<file path="src/rtl/pwm_pkg.sv">
// rtl/pwm_pkg.sv - shared state encoding, reset defaults and sizing helpers for the PWM controller
package pwm_pkg;

    typedef enum logic [1:0] {
        IDLE    = 2'd0,
        RUN     = 2'd1,
        PENDING = 2'd2
    } state_t;

    localparam int DUTY_RST = 0;

    // Reset period is the full counter range, i.e. all ones for a w-bit counter.
    function automatic int period_rst(input int w);
        return (1 << w) - 1;
    endfunction

    function automatic int ch_idx_w(input int ch);
        return (ch > 1) ? $clog2(ch) : 1;
    endfunction

endpackage

</file>
<file path="src/rtl/pwm_channel_cmp.sv">
// rtl/pwm_channel_cmp.sv - per-channel duty compare with registered PWM output
module pwm_channel_cmp
    import pwm_pkg::*;
#(
    parameter int CNT_W = 8
) (
    input  logic             clk,
    input  logic             rst,
    input  logic             run,
    input  logic [CNT_W-1:0] cnt,
    input  logic [CNT_W-1:0] duty_act,
    output logic             pwm
);

    always_ff @(posedge clk) begin
        if (rst || !run) begin
            pwm <= 1'b0;
        end else begin
            pwm <= (cnt < duty_act);
        end
    end

endmodule

</file>
<file path="src/rtl/pwm_controller.sv">
// rtl/pwm_controller.sv - multi-channel PWM scheduler with shadowed period/duty configuration
module pwm_controller
    import pwm_pkg::*;
#(
    parameter int CH    = 4,
    parameter int CNT_W = 8
) (
    input  logic                     clk,
    input  logic                     rst,
    input  logic                     en,
    input  logic                     cfg_valid,
    output logic                     cfg_ready,
    input  logic                     cfg_is_period,
    input  logic [ch_idx_w(CH)-1:0]  cfg_ch,
    input  logic [CNT_W-1:0]         cfg_data,
    input  logic                     cfg_commit,
    output logic [CH-1:0]            pwm_out,
    output logic                     period_tick,
    output logic                     busy_pending
);

    localparam int CHW = ch_idx_w(CH);
    localparam logic [CNT_W-1:0] PERIOD_RST = CNT_W'(period_rst(CNT_W));
    localparam logic [CNT_W-1:0] DUTY_RST_V = CNT_W'(DUTY_RST);

    state_t           state;
    logic [CNT_W-1:0] cnt;
    logic [CNT_W-1:0] period_act;
    logic [CNT_W-1:0] period_sh;
    logic [CNT_W-1:0] period_sh_nx;
    logic [CNT_W-1:0] duty_act   [CH];
    logic [CNT_W-1:0] duty_sh    [CH];
    logic [CNT_W-1:0] duty_sh_nx [CH];

    logic wr_acc;
    logic commit_acc;
    logic wrap;
    logic apply;
    logic run;

    assign cfg_ready    = (state != PENDING);
    assign busy_pending = (state == PENDING);
    assign period_tick  = wrap;

    // The next-shadow view lets a write and a commit in the same cycle land together.
    always_comb begin
        wr_acc     = cfg_valid && cfg_ready;
        commit_acc = cfg_commit && cfg_ready;
        wrap       = (state != IDLE) && (cnt == period_act);
        run        = en && (state != IDLE);

        period_sh_nx = period_sh;
        if (wr_acc && cfg_is_period) begin
            period_sh_nx = cfg_data;
        end

        for (int i = 0; i < CH; i++) begin
            duty_sh_nx[i] = duty_sh[i];
            if (wr_acc && !cfg_is_period && (cfg_ch == CHW'(i))) begin
                duty_sh_nx[i] = cfg_data;
            end
        end

        // A commit takes effect at once when not counting; a pending one waits for
        // the wrap, or is flushed when the block is being stopped.
        apply = (commit_acc && ((state == IDLE) || !en))
              || ((state == PENDING) && (wrap || !en));
    end

    always_ff @(posedge clk) begin
        if (rst) begin
            state      <= IDLE;
            cnt        <= '0;
            period_act <= PERIOD_RST;
            period_sh  <= PERIOD_RST;
            for (int i = 0; i < CH; i++) begin
                duty_act[i] <= DUTY_RST_V;
                duty_sh[i]  <= DUTY_RST_V;
            end
        end else begin
            period_sh <= period_sh_nx;
            for (int i = 0; i < CH; i++) begin
                duty_sh[i] <= duty_sh_nx[i];
            end

            if (apply) begin
                period_act <= period_sh_nx;
                for (int i = 0; i < CH; i++) begin
                    duty_act[i] <= duty_sh_nx[i];
                end
            end

            case (state)
                IDLE: begin
                    cnt <= '0;
                    if (en) begin
                        state <= RUN;
                    end
                end
                RUN: begin
                    if (!en) begin
                        state <= IDLE;
                        cnt   <= '0;
                    end else begin
                        cnt <= wrap ? '0 : cnt + CNT_W'(1);
                        if (commit_acc) begin
                            state <= PENDING;
                        end
                    end
                end
                PENDING: begin
                    if (!en) begin
                        state <= IDLE;
                        cnt   <= '0;
                    end else begin
                        cnt <= wrap ? '0 : cnt + CNT_W'(1);
                        if (wrap) begin
                            state <= RUN;
                        end
                    end
                end
                default: begin
                    state <= IDLE;
                    cnt   <= '0;
                end
            endcase
        end
    end

    for (genvar i = 0; i < CH; i++) begin : g_ch
        pwm_channel_cmp #(
            .CNT_W(CNT_W)
        ) u_cmp (
            .clk      (clk),
            .rst      (rst),
            .run      (run),
            .cnt      (cnt),
            .duty_act (duty_act[i]),
            .pwm      (pwm_out[i])
        );
    end

endmodule

</file>
<file path="config.mk">
export PLATFORM = sky130hd
export DESIGN_NAME = pwm_controller
export DESIGN_NICKNAME = d
export VERILOG_FILES = /design/src/rtl/pwm_pkg.sv /design/src/rtl/pwm_channel_cmp.sv /design/src/rtl/pwm_controller.sv
export SDC_FILE = /design/constraint.sdc
export NUM_CORES = 1
export LEC_CHECK = 0
export ABC_AREA = 1
export CAP_MARGIN = 10
export CORE_ASPECT_RATIO = 2
export CORE_MARGIN = 2
export CORE_UTILIZATION = 60
export CTS_CLUSTER_DIAMETER = 200
export DETAILED_ROUTE_END_ITERATION = 12
export HOLD_SLACK_MARGIN = 0.03
export PLACE_DENSITY = 0.84
export SLEW_MARGIN = 20
export SYNTH_ARGS = -nofsm -noshare
export SYNTH_HDL_FRONTEND = slang
export SYNTH_HIERARCHICAL = 1
export SYNTH_SLANG_ARGS = --single-unit
</file>
<file path="constraint.sdc">
create_clock -name clk -period 7.13 [get_ports clk]
set_input_delay 1.426 -clock clk [delete_from_list [all_inputs] [get_ports clk]]
set_output_delay 1.426 -clock clk [all_outputs]
set_load 0.005 [all_outputs]
</file>
* Yosys cells after proc, flatten, opt, wreduce, memory -nomap -nowiden
Memory sizes are Yosys's and may differ from the RTL's. Cells that the tools add are included.
Cells by class: multipliers 0, bitwise operators 10, reductions and logical operators 25, magnitude comparators 4, equality and inequality tests 10, $add $sub $neg 1, multiplexer cells 25, shift-type cells 0, div/mod/pow operators 0
Operators with widths (number):
- 8-bit two-way mux | 13
- 8-bit < comparator | 4
- 1-bit logical AND | 12
- 2-bit two-way mux | 5
- 8-bit by 1-bit adder with 8-bit output, second input constant | 1
- 8-bit equality test | 1
- 1-bit bitwise OR | 8
- 2-bit equality test, second input constant | 3
- 1-bit two-way mux | 6
- 2-bit case mux with 3 select lines | 1
- 2-bit by 1-bit equality test with 1-bit output, second input constant | 2
- 2-bit zero test | 2
- 1-bit logical OR | 4
- 2-bit inequality test, second input constant | 2
- 4-bit OR reduction | 1
- 1-bit zero test | 3
- 3-bit by 2-bit inequality test with 1-bit output, second input constant | 1
- 3-bit inequality test, second input constant | 1
- 3-bit AND reduction | 1
- 1-bit inverter | 2
- 2-bit nonzero test | 1
- 2-bit OR reduction | 1
Word-level totals: ROM bits 0, bits in writable memories 64, word-level logic and storage cells 85, latch bits 0, input port bits 16, memories kept 2, output and inout bits 7, flip-flop bits (word level) 30
Memory list:
- duty_act | words 4, bits a word 8, read ports 4, clocked after Yosys merged registers in 0, wr ports 4, line pwm_controller.sv:31 | logic [CNT_W-1:0] duty_act [CH];
- duty_sh | words 4, bits a word 8, read ports 4, clocked after Yosys merged registers in 0, wr ports 4, line pwm_controller.sv:32 | logic [CNT_W-1:0] duty_sh [CH];

* Depth between registers and ports, before layout
Gate-level depths: netlist of run 1.
word-level depth 9, mapped depth 12, gate-level depth less buffers 12

* Hierarchy
The synthesis of run 1 kept the hierarchy.
By module, submodules not included:
- pwm_controller | area an instance 3671.0 µm², cells an instance 418, instances 1, seq. area each 2122.0 µm²
- pwm_channel_cmp | area an instance 229.0 µm², cells an instance 35, instances 4, seq. area each 20.0 µm²

* Least setup slack after synthesis of run 1
No wires, ideal clock.
kind input to register, start point input en, end point memory duty_act[0][0] (enable), stages on the path 5, buffers on the path 0, data arrival time 2.527 ns, library setup time 0.478 ns, path slack 4.125 ns, data required time 6.652 ns, cell sequence inv_1 > o21ai_0 > nand2_2 > nand2_2 > nand2_1
RTL lines:
- start: declaration | line pwm_controller.sv:10 | input logic en,
- end: declaration | line pwm_controller.sv:31

* Final worst setup path of run 1
start point register state[0], end point output period_tick
On the way: word-level cells in the longest chain between the ends 2
RTL lines:
- start: declaration | line pwm_controller.sv:26 | state_t state;
- start signal: assignment | line pwm_controller.sv:72 | state <= IDLE;
- start signal: assignment | line pwm_controller.sv:97 | state <= RUN;
- start signal: assignment | line pwm_controller.sv:102 | state <= IDLE;
- 2-bit nonzero test | line pwm_controller.sv:49 | wrap = (state != IDLE) && (cnt == period_act);
- 1-bit logical AND | line pwm_controller.sv:49
- end: declaration | line pwm_controller.sv:18 | output logic period_tick,
No other way between the ends.

==> results of run 1 <==
[cell type report]
type,count,area [µm²],share of cell area
sequential,94,2200,0.425
multi-input combinational,356,1940,0.375
inverter,95,357,0.0689
clock buffer,10,239,0.0462
timing repair buffer,24,235,0.0454
tap,94,118,0.0227
clock inverter,6,82.6,0.0160
[state kept, by name, indices dropped and copies added, names as in the netlist]
register	count
duty_act	32
period_act	8
state	2
period_sh	8
g_ch.u_cmp/pwm	4
duty_sh	32
cnt	8
[tightest hold or removal path: cells and delay by family (launching register included)]
kind	cells	cell delay, ps
flip-flops	1	330
AND/OR/NAND/NOR	2	110
[routing by layer]
metal | GRT usage | up-vias
li1 | - | 1792
met1 | 0.291 | 1542
met2 | 0.376 | 120
met3 | 0.0378 | 19
met4 | 0.138 | 0
met5 | 0 | -
[synth_stat cells (all sizes together)]
library cell  count
nor3b             4
dfxtp            62
nand3            28
edfxtp           32
a31oi             1
xor2              1
clkinv            1
inv              94
nor2             87
or2               9
o21ai            42
nand4             1
clkbuf            6
nor4              1
a21oi            13
nand2           127
nor3              5
ha               33
o21bai            4
buf               7
[power by group through the flow]
stage          Sequential [mW]  Clock [mW]  Combinational, mW
6_report                 0.686       0.508              0.371
5_1_grt                  0.696       0.534              0.425
4_1_cts                  0.687       0.515              0.372
3_5_place_dp             0.697           0              0.367
3_3_place_gp             0.695           0              0.354
2_1_floorplan            0.687           0              0.284
[metrics by stage]
step | hold slack (ps) | power, mW | cells | util | worst slack [ps]
after floorplan | 429 | 0.971 | 558 | - | 4130
after global placement | 444 | 1.05 | 663 | 0.648 | 3640
after detailed placement | 452 | 1.06 | 663 | 0.648 | 3620
after CTS | 466 | 1.57 | 679 | 0.691 | 3640
after global routing | 491 | 1.65 | 679 | 0.691 | 3470
final | 466 | 1.57 | 679 | 0.691 | 3660
[cell families after synthesis]
family                     Yosys count  share of synthesized area
AOI/OAI and AO/OA                   60                     0.0712
and+or+nand+nor                    262                      0.261
xor gates and xnor gates             1                    0.00191
buffers and inverters              108                     0.0963
DFF                                 94                      0.480
adders and majority gates           33                     0.0900
[worst max path at each step]
stage / from / to / slack [ps] / cells past startpoint
detailed placement: rst / duty_act[0][1]$_SDFFCE_PN0P_ / 3620 / 5
global route: state[0]$_SDFFE_PP0P_ / period_tick / 3470 / 8
floorplan: en / duty_act[0][0]$_SDFFCE_PN0P_ / 4130 / 5
CTS: state[0]$_SDFFE_PP0P_ / period_tick / 3640 / 8
global placement: rst / duty_act[2][0]$_SDFFCE_PN0P_ / 3640 / 5
finish: state[0]$_SDFFE_PP0P_ / period_tick / 3660 / 8
==> reports/qor.yml, run 1 <==
worst_setup_path:
  worstPathCellList: "inv_1 > ha_1 > a21oi_1 > nand2_1 > nor2_1 > nand3_2 > inv_1 > clkdlybuf4s50_1"
  end_kind: "primary output"
  critical_path_class: "reg -> out"
  cpMostUsedCell: "inv_1"
  crit_fanout: 5
  cp.required_ps: 5700
  critPathBufInv: 3
  regToRegSetupSlack_ps: 4860
  critPathTopFamily: "buffers and inverters"
  reg2reg_to: "duty_act[3][0]$_SDFFCE_PN0P_"
  critPathSlowestCell: "clkdlybuf4s50_1"
  reg2reg_from: "state[0]$_SDFFE_PP0P_"
  start_kind: "flop"
  cp_slowest_stage_delay_ps: 490
  reg2regPathDepth: 10
  arrival_ps: 2050
clocking:
  clock_sinks: 94
  post_cts_buffers: 0
  clock_latency_ps: 340
  clk_pin_slew_ps: 60
  cts_buffer_depth: 2
  holdBufCountCts: 0
  cts_tree: "yes"
  numCtsBuffers: 9
  post_cts_resized: 0
  cts_root_buf: "clkbuf_16"
  htree_levels: 3
global_routing:
  first_global_vias: 3261
  antenna_found_initial: 0
  grt_usage: 0.234
  grt_max_degree: 46
  grt.overflow.total: 0
  grt_pass1_wl_um: 14900
synthesis:
  synth.avg_cell_area_um2: 8.22
  ys_types: 33
  postSynthNetCount: 607
  ys_seq_area_frac: 0.480
  synth_area_mm2: 0.00459
  yosys_register_bits: 94
  synth_cells: 558
  yosysWarnings: 6
  ys_top_cells_by_area: "dfxtp_1 27%, edfxtp_1 21%, nand2_1 10%"
  synth_top_area_cell: "dfxtp_1"
  synth_top_area_share: 0.271
finish:
  mostFrequentLayoutCells: "123 x nand2_1, 88 x inv_1, 63 x nor2_1, 62 x dfxtp_1, 37 x o21ai_0"
  antenna_cells: 0
  fin_area_mm2: 0.00518
  syn_to_final_growth_pct: 12.8
  layout-drive-gt1-share: 0.121
  finalNetCount: 629
  final_common_cell: "nand2_1"
  fill_cells: 585
hold_path:
  hold_path_depth: 2
  min_to: "period_act[1]$_SDFFE_PP1P_"
  min_path_type: "reg -> reg"
  hp-start: "period_act[1]$_SDFFE_PP1P_"
drt:
  firstDrtPassIters: 6
  wl_met3_um: 405
  highest_layer: "met4"
  dr_wl_met2_um: 4450
  wl_met1_um: 3730
  num_vias: 3473
  drc: 0
  ant_nets: 0
  wl_per_cell_um: 13.1
  drtIter0Drc: 220
  avgViaCountPerCell: 5.11
  wirelength_um: 8920
placed_design:
  dpl_cell_area_mm2: 0.00485
  place_congestion: 0.808
  port_buffers: 22
  dp_hpwl_um: 6430
floorplan:
  core_mm2: 0.00749
  die_w_um: 65.8
  row_count: 45
  dieArea_mm2: 0.00840
  die_height_um: 128
  initial_core_util: 0.613
  io_pins: 23
power:
  ir_drop_uv: 239
  p_clk_frac: 0.325
  p_int_mw: 1.10
  switchingPower_mw: 0.465
  p_leak_nw: 2.33
  power.density_mw_per_mm2: 302
  comb_power_share: 0.237
  seqPwrFrac: 0.439
  netSwitchingFraction: 0.297
timing:
  fin_setup_tns_ps: 0
  finalCriticalPeriod_ps: 3470
  setup_viol: 0
  rsz0062_at_grt: "no"
  fmax_mhz: 288
  fin_skew_ps: 6.84
  slew_headroom: 0.670
  period_share: 0.487
  slew_viol_final: 0
  tightest_slew_ps: 490
  hold_viol_final: 0
run_status:
  status: "completed"
run:
  maxCapViolCount: 0
(Power assumes the default switching activity.)
==> run 2: changes to the inputs <==
==> constraint.sdc (replaced) <==
create_clock -name clk -period 3.6 [get_ports clk]
set_input_delay 0.72 -clock clk [delete_from_list [all_inputs] [get_ports clk]]
set_output_delay 0.72 -clock clk [all_outputs]
set_load 0.005 [all_outputs]
==> run 2 against run 1 <==
  * Power up 95%
  * Clock skew about the same
  * Non-clock buffer count unchanged
  * Cell count unchanged
  * Flip-flop and latch count unchanged
  * Worst hold slack better by 22 ps
  * Routed wire length down 3.3%
  * Cell area down 0.12%
  * Critical path depth unchanged
  * Critical path type unchanged
==> reports/qor.yml, run 2 (synthesis results as in run 1) <==
timing:
  slew_viol_final: 0  # unchanged
  setup_slack_ps: 819  # -2840 ps
  tightest_slew_ps: 494  # +3.22 ps
  finalCriticalPeriod_ps: 2780
  period_share: 0.773
  fmax_mhz: 360
  setup_viol: 0  # unchanged
  slew_headroom: 0.671  # +0.00131
  rsz0062_at_grt: "no"
  fin_setup_tns_ps: 0  # unchanged
  fin_skew_ps: 6.34  # -0.499 ps
  hold_viol_final: 0  # unchanged
clocking:
  cts_root_buf: "clkbuf_16"
  holdBufCountCts: 0  # unchanged
  htree_levels: 3  # unchanged
  cts_tree: "yes"
  post_cts_resized: 0  # unchanged
  cts_buffer_depth: 2  # unchanged
  clock_sinks: 94  # unchanged
  clk_pin_slew_ps: 60  # about the same
  numCtsBuffers: 9  # unchanged
  post_cts_buffers: 0  # unchanged
  clock_latency_ps: 340  # about the same
drt:
  avgViaCountPerCell: 5.00  # -2.3%
  firstDrtPassIters: 5  # -1
  ant_nets: 0  # unchanged
  drtIter0Drc: 174  # -21%
  wl_per_cell_um: 12.7  # -3.3%
  wirelength_um: 8620  # -3.3%
  num_vias: 3394  # -2.3%
  drc: 0  # unchanged
hold_path:
  hold_path_depth: 2  # unchanged
  min_path_type: "reg -> reg"
finish:
  final_common_cell: "nand2_1"
  layout-drive-gt1-share: 0.118  # -0.00342
  top_regs: "duty_act: 32 flops, duty_sh: 32 flops"
  multi_input_area_mm2: 0.00194  # unchanged
  mostFrequentLayoutCells: "123 x nand2_1, 88 x inv_1, 63 x nor2_1, 62 x dfxtp_1, 37 x o21ai_0"
  finalNetCount: 629  # unchanged
  seq_area_mm2: 0.00220  # unchanged
  fin_util: 0.690  # -0.000835
  fin_area_mm2: 0.00517  # -0.12%
  syn_to_final_growth_pct: 12.7
  fill_cells: 575  # -1.7%
  antenna_cells: 0  # unchanged
run_status:
  status: "completed"
floorplan:
  initial_core_util: 0.613  # unchanged
  io_pins: 23  # unchanged
  die_w_um: 65.8  # unchanged
  dieArea_mm2: 0.00840  # unchanged
  die_height_um: 128  # unchanged
  row_count: 45  # unchanged
  core_mm2: 0.00749  # unchanged
placed_design:
  post-place-ws_ps: 1030  # -2590 ps
  place_congestion: 0.822  # +1.8%
  dp_hpwl_um: 6270  # -2.6%
  port_buffers: 22  # unchanged
  dpl_cell_area_mm2: 0.00485  # unchanged
power:
  p_leak_nw: 2.32  # -0.28%
  ir_drop_uv: 476  # +99%
  report.power.total_mw: 3.05  # +95%
  power.density_mw_per_mm2: 590  # +95%
worst_setup_path:
  cp.depth: 8  # unchanged
  cp.required_ps: 2880  # -2820 ps
  cpMostUsedCell: "inv_1"
  critical_path_class: "reg -> out"
  reg2regPathDepth: 10  # unchanged
  cp_slowest_stage_delay_ps: 490  # about the same
  arrival_ps: 2060  # about the same
  critPathBufInv: 3  # unchanged
  critPathTopFamily: "buffers and inverters"
  critPathSlowestCell: "clkdlybuf4s50_1"
  crit_fanout: 5  # unchanged
  worstPathCellList: "inv_1 > ha_1 > a21oi_1 > nand2_1 > nor2_1 > nand3_2 > inv_1 > clkdlybuf4s50_1"
  end_kind: "primary output"
  start_kind: "flop"
global_routing:
  grt_pass1_wl_um: 15200  # +1.8%
  grt.met2_usage: 0.394  # +0.0178
  grt_max_degree: 45  # -2.2%
  use_met3: 0.0509  # +0.0132
  grt_usage: 0.237  # +0.00262
  grt.overflow.total: 0  # unchanged
  grt_busiest_layer: "met2"
  grt.met1_usage: 0.296  # +0.00498
  first_global_vias: 3271  # +0.31%
  antenna_found_initial: 0  # unchanged
run:
  maxCapViolCount: 0  # unchanged
## run 2: cell type report
class | count | share of cell area
multi-input combinational | 356 | 0.376
clock inverter | 2 | 0.00169
timing repair buffer | 24 | 0.0455
tap | 94 | 0.0227
clock buffer | 14 | 0.0593
sequential | 94 | 0.426
inverter | 95 | 0.0690
## run 2: layer usage
metal / vias up / wire length (µm) / share of wire
met1: 1499 / 3670 / 0.43
met2: 83 / 4380 / 0.51
met3: 16 / 363 / 0.042
met4: 0 / 204 / 0.024
li1: 1796 / - / -
met5: - / 0 / 0
## run 2: per-stage QoR
stage | cells | hold WS [ps]
floorplan | 558 | 429
global placement | 663 | 446
detailed placement | 663 | 453
CTS | 679 | 490
global route | 679 | 536
finish | 679 | 488
## run 2: power by group
group          internal (mW)  total [mW]  leakage (nW)  switching [mW]
clock                  0.587       0.960         0.157           0.374
sequential              1.28        1.37         0.859          0.0806
combinational          0.270       0.725          1.31           0.456
total                   2.14        3.05          2.32           0.910
## run 2: path summary, 6_finish.rpt
check / start / end / slack [ps]
max: state[0]$_SDFFE_PP0P_ / period_tick / 820
min: period_act[6]$_SDFFE_PP1P_ / period_act[6]$_SDFFE_PP1P_ / 490
max reg2reg: state[0]$_SDFFE_PP0P_ / duty_act[2][0]$_SDFFCE_PN0P_ / 1340
min reg2reg: period_act[6]$_SDFFE_PP1P_ / period_act[6]$_SDFFE_PP1P_ / 490
## run 2: worst min-delay path: stages, from the launching register on
cell	delay (ps)
dfxtp_1	320
nand2_1	60
nand3_1	50
==> run 3: changes to the inputs <==
==> constraint.sdc (replaced) <==
create_clock -name clk -period 2.85 [get_ports clk]
set_input_delay 0.57 -clock clk [delete_from_list [all_inputs] [get_ports clk]]
set_output_delay 0.57 -clock clk [all_outputs]
set_load 0.005 [all_outputs]
==> run 3 against run 2 <==
  * Clock power up 12%
  * Sequential power up 26%
  * Flip-flop and latch count unchanged
  * Cell count down 0.15%
  * Die area unchanged
  * Register-to-register slack worse by 780 ps
  * First-iteration DRC count up 11%
  * Worst setup slack worse by 590 ps
  * Cell area down 0.99%
  * Power up 23%
  * Largest cell class unchanged
==> reports/qor.yml, run 3 (synthesis results as in run 1) <==
run_status:
  status: "completed"
floorplan:
  initial_core_util: 0.613  # unchanged
  row_count: 45  # unchanged
  die_w_um: 65.8  # unchanged
  core_mm2: 0.00749  # unchanged
  dieArea_mm2: 0.00840  # unchanged
  die_height_um: 128  # unchanged
  io_pins: 23  # unchanged
clocking:
  clock_sinks: 94  # unchanged
  cts_buffer_depth: 2  # unchanged
  holdBufCountCts: 0  # unchanged
  clk_pin_slew_ps: 60  # about the same
  post_cts_buffers: 0  # unchanged
  cts_tree: "yes"
  cts_root_buf: "clkbuf_16"
  post_cts_resized: 0  # unchanged
  htree_levels: 3  # unchanged
  numCtsBuffers: 9  # unchanged
  clock_latency_ps: 340  # about the same
worst_setup_path:
  critPathSlowestCell: "clkdlybuf4s50_1"
  arrival_ps: 2050  # about the same
  cpMostUsedCell: "inv_1"
  start_kind: "flop"
  cp.required_ps: 2280  # -600 ps
  end_kind: "primary output"
  cp_slowest_stage_delay_ps: 490  # about the same
  critical_path_class: "reg -> out"
  worstPathCellList: "inv_1 > ha_1 > a21oi_1 > nand2_1 > nor2_1 > nand3_2 > inv_1 > clkdlybuf4s50_1"
  crit_fanout: 5  # unchanged
run:
  maxCapViolCount: 0  # unchanged
power:
  power.density_mw_per_mm2: 731  # +24%
  netSwitchingFraction: 0.314  # +0.0155
  p_clk_frac: 0.289  # -0.026
  p_int_mw: 2.57  # +20%
  p_leak_nw: 2.30  # -0.89%
  ir_drop_uv: 632  # +33%
  comb_power_share: 0.250  # +0.012
  seqPwrFrac: 0.462  # +0.014
  switchingPower_mw: 1.17  # +29%
global_routing:
  first_global_vias: 3187  # -2.6%
  grt_max_degree: 45  # unchanged
  grt.overflow.total: 0  # unchanged
  antenna_found_initial: 0  # unchanged
  grt_usage: 0.234  # -0.00267
  grt_pass1_wl_um: 14900  # -2.2%
drt:
  num_vias: 3495  # +3.0%
  wl_per_cell_um: 13.3  # +4.9%
  drc: 0  # unchanged
  wirelength_um: 9020  # +4.7%
  ant_nets: 0  # unchanged
  avgViaCountPerCell: 5.15  # +3.1%
  drtIter0Drc: 194  # +11%
  firstDrtPassIters: 5  # unchanged
timing:
  tightest_slew_ps: 496  # +2.05 ps
  hold_viol_final: 0  # unchanged
  fmax_mhz: 382
  fin_setup_tns_ps: 0  # unchanged
  rsz0062_at_grt: "no"
  slew_headroom: 0.670  # -0.00137
  setup_viol: 0  # unchanged
  finalCriticalPeriod_ps: 2620
  fin_skew_ps: 10.3  # +3.92 ps
  slew_viol_final: 0  # unchanged
  period_share: 0.918
finish:
  fill_cells: 562  # -2.3%
  seq_area_mm2: 0.00220  # unchanged
  top_regs: "duty_act: 32 flops, duty_sh: 32 flops"
  final_common_cell: "nand2_1"
  fin_area_mm2: 0.00512  # -0.99%
  multi_input_area_mm2: 0.00194  # unchanged
  mostFrequentLayoutCells: "123 x nand2_1, 88 x inv_1, 63 x nor2_1, 62 x dfxtp_1, 37 x o21ai_0"
  antenna_cells: 0  # unchanged
  finalNetCount: 629  # unchanged
  syn_to_final_growth_pct: 11.6
  layout-drive-gt1-share: 0.118  # +0.000202
placed_design:
  port_buffers: 22  # unchanged
  place_congestion: 0.816  # -0.83%
  dpl_cell_area_mm2: 0.00485  # unchanged
  dp_hpwl_um: 6170  # -1.5%
hold_path:
  min_path_type: "reg -> reg"
==> run 3: cell count changes in the layout (fill, tap and decap cells not counted), sizes merged <==
| cell | delta |
|---|---|
| inv | +1 |
| clkinv | +2 |
| clkbuf | -4 |
==> run 3: stage by stage <==
step	hold WS (ps)	instances	utilization	setup WS [ps]	power, mW
6_report	489	678	0.684	234	3.74
5_1_grt	518	678	0.684	39.6	3.96
4_1_cts	485	678	0.684	229	3.75
3_5_place_dp	462	663	0.648	417	2.66
3_3_place_gp	461	663	0.648	490	2.62
2_1_floorplan	429	558	-	510	2.43
==> run 3: power groups by stage <==
stage	Combinational, mW	Clock, mW	Sequential, mW
2_1_floorplan	0.712	0	1.72
3_3_place_gp	0.880	0	1.74
3_5_place_dp	0.909	0	1.75
4_1_cts	0.932	1.09	1.73
5_1_grt	1.06	1.14	1.75
6_report	0.934	1.08	1.73
==> run 3: layer usage <==
metal	part of all wire	vias up	track usage
met5	0	-	0
met1	0.42	1574	0.281
met4	0.040	0	0.130
met3	0.037	23	0.0325
met2	0.50	105	0.394
li1	-	1793	-
==> run 3: area by class of cell <==
class                           count  share of cell area
Clock buffer                       10              0.0467
Inverter                           95              0.0697
Clock inverter                      5             0.00489
Multi-Input combinational cell    356               0.380
Tap cell                           94              0.0230
Sequential cell                    94               0.430
Timing Repair Buffer               24              0.0460
==> run 3: final timing paths <==
check | cells after the start | startpoint | slack (ps) | to
max | 8 | state[0]$_SDFFE_PP0P_ | 230 | period_tick
min | 2 | period_act[0]$_SDFFE_PP1P_ | 490 | period_act[0]$_SDFFE_PP1P_
max reg2reg | 10 | state[0]$_SDFFE_PP0P_ | 560 | duty_act[1][1]$_SDFFCE_PN0P_
min reg2reg | 2 | period_act[0]$_SDFFE_PP1P_ | 490 | period_act[0]$_SDFFE_PP1P_
==> run 3: critical path, delay by kind of cell, from the launching register on <==
family | cells | cell delay [ps]
and+or+nand+nor | 3 | 300
adders and majority gates | 1 | 260
buffers and inverters | 3 | 650
DFF | 1 | 360
AOI/OAI and AO/OA | 1 | 140
